**src/rtl/arbitro_mux_pkg.sv**
```systemverilog
// Shared definitions for the arbitro_mux round-robin scheduler.
//   DATA_W  : default word width of the channel FIFOs and the output path
//   ACTIVE  : main-FSM state code in which arbitration is allowed
//   arb_state_e : scheduler FSM states (IDLE / ARB / DRAIN)
//   onehot_idx  : converts a one-hot (or zero) 4-bit vector to a 2-bit index
package arbitro_mux_pkg;

    localparam int unsigned DATA_W = 10;
    localparam logic [3:0]  ACTIVE = 4'b1000;

    typedef enum logic [1:0] {
        IDLE  = 2'd0,
        ARB   = 2'd1,
        DRAIN = 2'd2
    } arb_state_e;

    function automatic logic [1:0] onehot_idx(input logic [3:0] oh);
        logic [1:0] idx;
        idx = 2'd0;
        for (int unsigned i = 0; i < 4; i++) begin
            if (oh[i]) begin
                idx = i[1:0];
            end
        end
        return idx;
    endfunction

endpackage

```
**src/rtl/arbitro_mux_rr_pick4.sv**
```systemverilog
// rr_pick4: combinational rotating-priority picker for four requesters.
//   elig   [3:0] : per-queue eligibility
//   rr_ptr [1:0] : index searched first; search proceeds rr_ptr, rr_ptr+1, ... mod 4
//   gnt    [3:0] : one-hot grant of the first eligible index (zero if none)
//   found        : at least one index is eligible
module rr_pick4 (
    input  logic [3:0] elig,
    input  logic [1:0] rr_ptr,
    output logic [3:0] gnt,
    output logic       found
);

    logic [1:0] idx;

    always_comb begin
        gnt   = '0;
        found = 1'b0;
        idx   = '0;
        for (int unsigned off = 0; off < 4; off++) begin
            // 2-bit addition wraps naturally, giving the mod-4 rotation
            idx = rr_ptr + off[1:0];
            if (!found && elig[idx]) begin
                gnt[idx] = 1'b1;
                found    = 1'b1;
            end
        end
    end

endmodule

```
**src/rtl/arbitro_mux.sv**
```systemverilog
// arbitro_mux: round-robin scheduler merging four virtual-channel FIFOs
// (P0..P3) into one downstream FIFO, one word per cycle at most.
//   clk, reset_L  : clock, synchronous active-low reset
//   state         : main FSM state; arbitration only while state == ACTIVE
//   empty [3:0]   : per-FIFO empty flags (bit i belongs to Pi)
//   P0..P3        : FIFO read data, valid the cycle after that FIFO's pop
//   almost_full   : downstream backpressure (leaves >= 2 free slots)
//   pop [3:0]     : registered one-hot-or-zero pop strobes
//   push          : registered downstream write strobe
//   data_out      : registered word written when push = 1
//   grant [1:0]   : index of the most recent pop
//   idle          : IDLE with nothing in flight
//   words_out     : wrapping count of pushes
module arbitro_mux #(
    parameter int unsigned DATA_W = arbitro_mux_pkg::DATA_W,
    parameter logic [3:0]  ACTIVE = arbitro_mux_pkg::ACTIVE
) (
    input  logic              clk,
    input  logic              reset_L,
    input  logic [3:0]        state,
    input  logic [3:0]        empty,
    input  logic [DATA_W-1:0] P0,
    input  logic [DATA_W-1:0] P1,
    input  logic [DATA_W-1:0] P2,
    input  logic [DATA_W-1:0] P3,
    input  logic              almost_full,
    output logic [3:0]        pop,
    output logic              push,
    output logic [DATA_W-1:0] data_out,
    output logic [1:0]        grant,
    output logic              idle,
    output logic [7:0]        words_out
);

    import arbitro_mux_pkg::*;

    arb_state_e        fsm_q, fsm_d;
    logic [1:0]        rr_ptr_q, rr_ptr_d;
    logic [3:0]        pop_q, pop_d;
    logic              push_q, push_d;
    logic [DATA_W-1:0] data_out_q, data_out_d;
    logic [1:0]        grant_q, grant_d;
    logic [7:0]        words_out_q, words_out_d;
    logic              cap_vld_q, cap_vld_d;
    logic [1:0]        cap_idx_q, cap_idx_d;

    logic              is_active;
    logic              can_pop;
    logic              idle_c;
    logic [3:0]        elig;
    logic [3:0]        pick_gnt;
    logic              pick_found;
    logic [1:0]        pick_idx;
    logic [DATA_W-1:0] sel_word;

    assign is_active = (state == ACTIVE);

    // The empty flag of a queue popped this cycle has not yet updated, so
    // that queue is skipped for the next decision.
    assign elig = ~empty & ~pop_q;

    rr_pick4 u_pick (
        .elig   (elig),
        .rr_ptr (rr_ptr_q),
        .gnt    (pick_gnt),
        .found  (pick_found)
    );

    assign pick_idx = onehot_idx(pick_gnt);

    // FSM state register
    always_ff @(posedge clk) begin
        if (!reset_L) begin
            fsm_q <= IDLE;
        end else begin
            fsm_q <= fsm_d;
        end
    end

    // FSM next state
    always_comb begin
        fsm_d = fsm_q;
        case (fsm_q)
            IDLE: begin
                if (is_active) fsm_d = ARB;
            end
            ARB: begin
                if (!is_active) fsm_d = DRAIN;
            end
            DRAIN: begin
                if (is_active) begin
                    fsm_d = ARB;
                end else if (pop_q == '0 && !cap_vld_q) begin
                    fsm_d = IDLE;
                end
            end
            default: fsm_d = IDLE;
        endcase
    end

    // FSM outputs: pop permission and idle indication.
    // Requiring is_active here means a state drop (or a simultaneous
    // almost_full/state change) blocks the pop registered at the same edge.
    always_comb begin
        can_pop = (fsm_q == ARB) && is_active && !almost_full && pick_found;
        idle_c  = (fsm_q == IDLE) && (pop_q == '0) && !cap_vld_q && !push_q;
    end

    always_comb begin
        case (cap_idx_q)
            2'd0:    sel_word = P0;
            2'd1:    sel_word = P1;
            2'd2:    sel_word = P2;
            default: sel_word = P3;
        endcase
    end

    // Pop -> capture -> push pipeline and counters
    always_comb begin
        pop_d       = can_pop ? pick_gnt : '0;
        rr_ptr_d    = can_pop ? (pick_idx + 2'd1) : rr_ptr_q;
        grant_d     = can_pop ? pick_idx : grant_q;
        // grant_q names the queue whose pop is currently on pop_q
        cap_vld_d   = (pop_q != '0);
        cap_idx_d   = (pop_q != '0) ? grant_q : cap_idx_q;
        push_d      = cap_vld_q;
        data_out_d  = cap_vld_q ? sel_word : data_out_q;
        words_out_d = words_out_q + {7'd0, cap_vld_q};
    end

    always_ff @(posedge clk) begin
        if (!reset_L) begin
            rr_ptr_q    <= '0;
            pop_q       <= '0;
            push_q      <= 1'b0;
            data_out_q  <= '0;
            grant_q     <= '0;
            words_out_q <= '0;
            cap_vld_q   <= 1'b0;
            cap_idx_q   <= '0;
        end else begin
            rr_ptr_q    <= rr_ptr_d;
            pop_q       <= pop_d;
            push_q      <= push_d;
            data_out_q  <= data_out_d;
            grant_q     <= grant_d;
            words_out_q <= words_out_d;
            cap_vld_q   <= cap_vld_d;
            cap_idx_q   <= cap_idx_d;
        end
    end

    assign pop       = pop_q;
    assign push      = push_q;
    assign data_out  = data_out_q;
    assign grant     = grant_q;
    assign idle      = idle_c;
    assign words_out = words_out_q;

endmodule

```
**config.mk**
```make
export PLATFORM = sky130hd
export DESIGN_NAME = arbitro_mux
export DESIGN_NICKNAME = d
export VERILOG_FILES = /design/src/rtl/arbitro_mux_pkg.sv /design/src/rtl/arbitro_mux_rr_pick4.sv /design/src/rtl/arbitro_mux.sv
export SDC_FILE = /design/constraint.sdc
export NUM_CORES = 1
export LEC_CHECK = 0
export BUFFER_PORTS_ARGS = -buffer_cell sky130_fd_sc_hd__buf_4
export CORE_UTILIZATION = 48
export DETAILED_ROUTE_END_ITERATION = 10
export PLACE_DENSITY = 0.81
export SLEW_MARGIN = 20
export SYNTH_ARGS = -nofsm -noshare
export SYNTH_HDL_FRONTEND = slang
export SYNTH_HIERARCHICAL = 1
export SYNTH_SLANG_ARGS = --single-unit
```
**constraint.sdc**
```tcl
create_clock -name clk -period 3.5 [get_ports clk]
set_input_delay 0.175 -clock clk [delete_from_list [all_inputs] [get_ports clk]]
set_output_delay 0.175 -clock clk [all_outputs]
set_load 0.02 [all_outputs]
```
==> PnR_summary.wiki <==
{| class="wikitable"
! Metric !! Value
|-
| Status || completed
|-
| Final number of hold-violating endpoints || 0
|-
| Setup Total Neg Slack || 0 ps
|-
| Arrival time of data at the critical path endpoint || around 3100 ps
|-
| Std-Cell Core Area || about 0.0038 sq mm
|-
| Post-detail-place hpwl || around 3.6 mm
|-
| Net count of the finished layout || 341
|-
| DIE WIDTH || 65.4 microns
|-
| Number of buffers between clock root and the deepest sink || 2
|-
| Multi-input combinational cell area || 0.00122 sq mm
|-
| Via density || 5.77
|-
| Commonest cells post-synth || 32 x dfxtp_1, 20 x nor2_1, 14 x mux2i_1, 14 x o22ai_1, 12 x a21oi_1
|-
| Internal || 0.630 mW
|-
| CTS hold repair buffers || 0
|-
| Total Routed Length || ~5.0 mm
|-
| Fin Clk Skew || between 5 and 6 ps
|-
| RSZ-0062 raised after global routing || no
|-
| Sequential group share of total power || 45.3%
|-
| Antenna violations before repair || 0
|-
| Max-cap violations || 0
|-
| Die Y || 65.4 microns
|-
| Initial core utilization || between 50 and 60%
|-
| IR Drop Worst-Case VDD || 0.198 mV
|-
| Inserted Clock Buffers || 5
|-
| Post-synth net total || 269
|-
| Final count of negative-setup-slack endpoints || 0
|-
| Peak fanout along the critical path || 11
|-
| Proportion of power drawn by the clock network || between 40% and 50%
|-
| Diodes inserted || 0
|-
| Unique cell type count in the Yosys netlist || 43
|-
| Remaining Overflow, GRT || 0
|-
| # DRC || 0
|-
| Std cell rows || 22
|-
| Count of routing violations after the opening detailed-route iteration || 141
|-
| Post-Layout Inst Area || 0.00262 sq mm
|-
| Die Outline Area || 0.00428 sq mm
|-
| Worst path setup slack after routing || ~660 ps
|-
| Post-route non-filler standard cell count || roughly 330
|-
| Gates resized, CTS repair || 0
|-
| Max-slew violations || 0
|-
| Crit. Startpoint || rr_ptr_q[1]
|-
| Seq/Total Area, Yosys || ~33%
|-
| Hold path start || state[2]
|-
| Synthesized instance count || 210
|-
| Switching component of the power || ~0.17 mW
|-
| Fraction of post-synthesis cell area in the top cell type by area || 33.2%
|-
| PD cells || roughly 300 mW/mm^2
|-
| Port Buffers || 76
|-
| Mean routed wirelength per cell || roughly 15 microns
|-
| Fin crit period || approximately 2800 ps
|-
| Library cell used as clock root buffer || clkbuf_8
|-
| Synthesized area divided by synthesized cell count || 9.20 sq um
|-
| Fraction of synthesis flops using an asynchronous set or reset pin || 0%
|-
| Data required time at the worst endpoint || 3720 ps
|-
| Highest-delay cell along the critical path || dfxtp_1
|-
| Number of ports placed on the die boundary || 77
|-
| Predominant post-synthesis flop cell || dfxtp_1
|-
| Crit-path leading delay family || simple AND/OR/NAND/NOR gates
|-
| Kind of capture point of the worst setup path || register
|-
| First-pass DRT Iterations || 4
|-
| Via count of the first global-routing pass || 1776
|-
| Leakage power || 1.09 nW
|-
| Global router's overall resource usage || 24.8%
|-
| Count of placed standard cells including taps || roughly 320
|-
| GPL Wtd Cong || slightly above 0.9
|-
| Number of setup buffers added after CTS || 0
|-
| Clock latency reported for the late side of the worst-skew pair || 290 ps
|-
| Number of fillers in the final layout || about 290
|-
| Reg-to-reg startpoint || rr_ptr_q[1]
|-
| Post-Synthesis Cell Area || ~0.0019 sq mm
|-
| PnR Total Power || 0.805 mW
|-
| First-pass GRT wire length || 8.04 mm
|-
| Startpoint types || register
|-
| Switching portion of total power || a little over a fifth
|-
| Count of state elements after synthesis || 32
|-
| Combinational share of power || 11.4%
|-
| CTS tree || yes
|-
| Syn. warnings || 6
|-
| Crit share post-route || between 80 and 90%
|-
| Maximum clock frequency || approximately 0.35 GHz
|-
| Count of vias placed by the detailed router || ~1900
|-
| Bufs and invs on worst path || 1
|-
| Worst Path Class, Setup || register to register
|-
| Routed Antenna Nets || 0
|-
| Final standard cell utilization of the core || 69.5%
|-
| Tightest hold margin || 203 ps
|-
| Worst stage delay on the critical path || 610 ps
|-
| Worst hold-check path type || input port to register
|-
| Transition at the pin with the smallest max-transition slack || about 800 ps
|-
| Clock sink count || 32
|-
| Placement-stage worst setup slack || 711 ps
|-
| Proportion of layout cells with a drive suffix above 1 || between 30 and 40%
|-
| Number of enable-type register cells in the synthesized netlist || 0
|-
| Biggest area contributors in the synthesized netlist || dfxtp_1 33%, mux2i_1 7.3%, mux2_2 6.4%, ha_1 5.2%, o22ai_1 4.5%
|-
| Signed area change from the synthesized netlist to the final layout || 35.7%
|-
| Most common cell in the netlist || dfxtp_1
|-
| Total area of sequential cells || 641 sq um
|-
| Cell area reported after detailed placement || 0.00251 sq mm
|-
| Cell taking the most area after synthesis || dfxtp_1
|-
| Max-slew headroom at the worst pin || between 40% and 50%
|-
| Critical path, cell by cell || inv_1 > ha_1 > mux2i_1 > nor2_1 > a221oi_2 > o2bb2ai_1 > or4_1 > a21oi_1
|-
| Largest net degree at the start of global routing || 24
|-
| Worst-path clk slew || 60 ps
|-
| CTS H-Tree Depth || 2
|}
## sequential cells by signal, indices dropped and copies added, names as in the netlist
signal / cells
grant: 2
words_out: 8
cap_vld_q: 1
rr_ptr_q: 2
cap_idx_q: 2
pop: 4
data_out: 10
fsm_q: 2
push: 1
## metal layers
metal / track usage, % / routed length [microns] / part of all wire (%) / vias up
met5: 0 / 0 / 0 / -
met4: 12.0 / 110 / 2.2 / 0
met3: 5.03 / 285 / 5.7 / 13
met2: 40.9 / 2440 / 49 / 65
met1: 30.6 / 2140 / 43 / 899
li1: - / - / - / 934
## layout by cell type, fill, tap and decap left out, types with 2 or more instances in the layout
cell       Yosys  layout
nand3_1        6       6
xor2_1         2       2
a221oi_2       2       2
mux2i_1       14      14
o21ai_0        5       5
dfxtp_1       32      32
a211oi_1       3       3
ha_1           8       8
xnor2_1        2       2
buf_4          0      77
mux2_2        11      11
mux4_2         3       3
o22ai_1       14      14
nand2_1       10      10
or3_1          3       3
and2_1         8       8
nand3b_1       2       2
clkbuf_8       0       5
a31o_1         2       2
nor3_1         2       2
a21oi_1       12      12
nor2_1        20      20
or4_1          2       2
o2bb2ai_1      4       4
o221ai_1       8       8
inv_1          5       5
nand2b_1       5       5
## power by group through the flow
stage / Sequential, mW / Clock (mW) / Combinational [mW]
2_1_floorplan: 0.373 / 0 / 0.0404
3_3_place_gp: 0.373 / 0 / 0.0881
3_5_place_dp: 0.373 / 0 / 0.0904
4_1_cts: 0.365 / 0.351 / 0.0914
5_1_grt: 0.365 / 0.366 / 0.0996
6_report: 0.365 / 0.348 / 0.0918
## worst reg2reg max path: cells and delay by family, from the launching register on
kind | cells | cell delay [ps]
flip-flops | 1 | 610
AND/OR/NAND/NOR | 2 | 670
multiplexers | 1 | 370
buffers and inverters | 1 | 120
adder cells (fa/ha/maj) | 1 | 410
AO/OA/AOI/OAI | 3 | 600
## area by class of cell
| cell class | count | area share (%) |
|---|---|---|
| inverters | 5 | 0.716 |
| flip-flops and latches | 32 | 24.4 |
| clock buffers | 6 | 2.77 |
| repair buffers | 77 | 22.1 |
| well taps | 48 | 2.29 |
| clock inverters | 2 | 1.34 |
| multi-input cells | 161 | 46.4 |
## worst paths after layout
path	cells past startpoint	endpoint	slack (ps)
min reg2reg	2	words_out[7]	490
max reg2reg	8	rr_ptr_q[1]	660
max	8	rr_ptr_q[1]	660
min	3	fsm_q[0]	200
## cell families (layout without fill, tap and decap cells)
logic type	count (synthesis)	count (layout)	synth area share [%]
fa+ha+maj	8	8	5.18
xor+xnor	4	4	1.81
buf+inv	17	90	3.89
compound gates	52	52	19.0
simple gates	69	69	19.8
flops	32	32	33.2
mux	28	28	17.2
(Power assumes the default switching activity.)
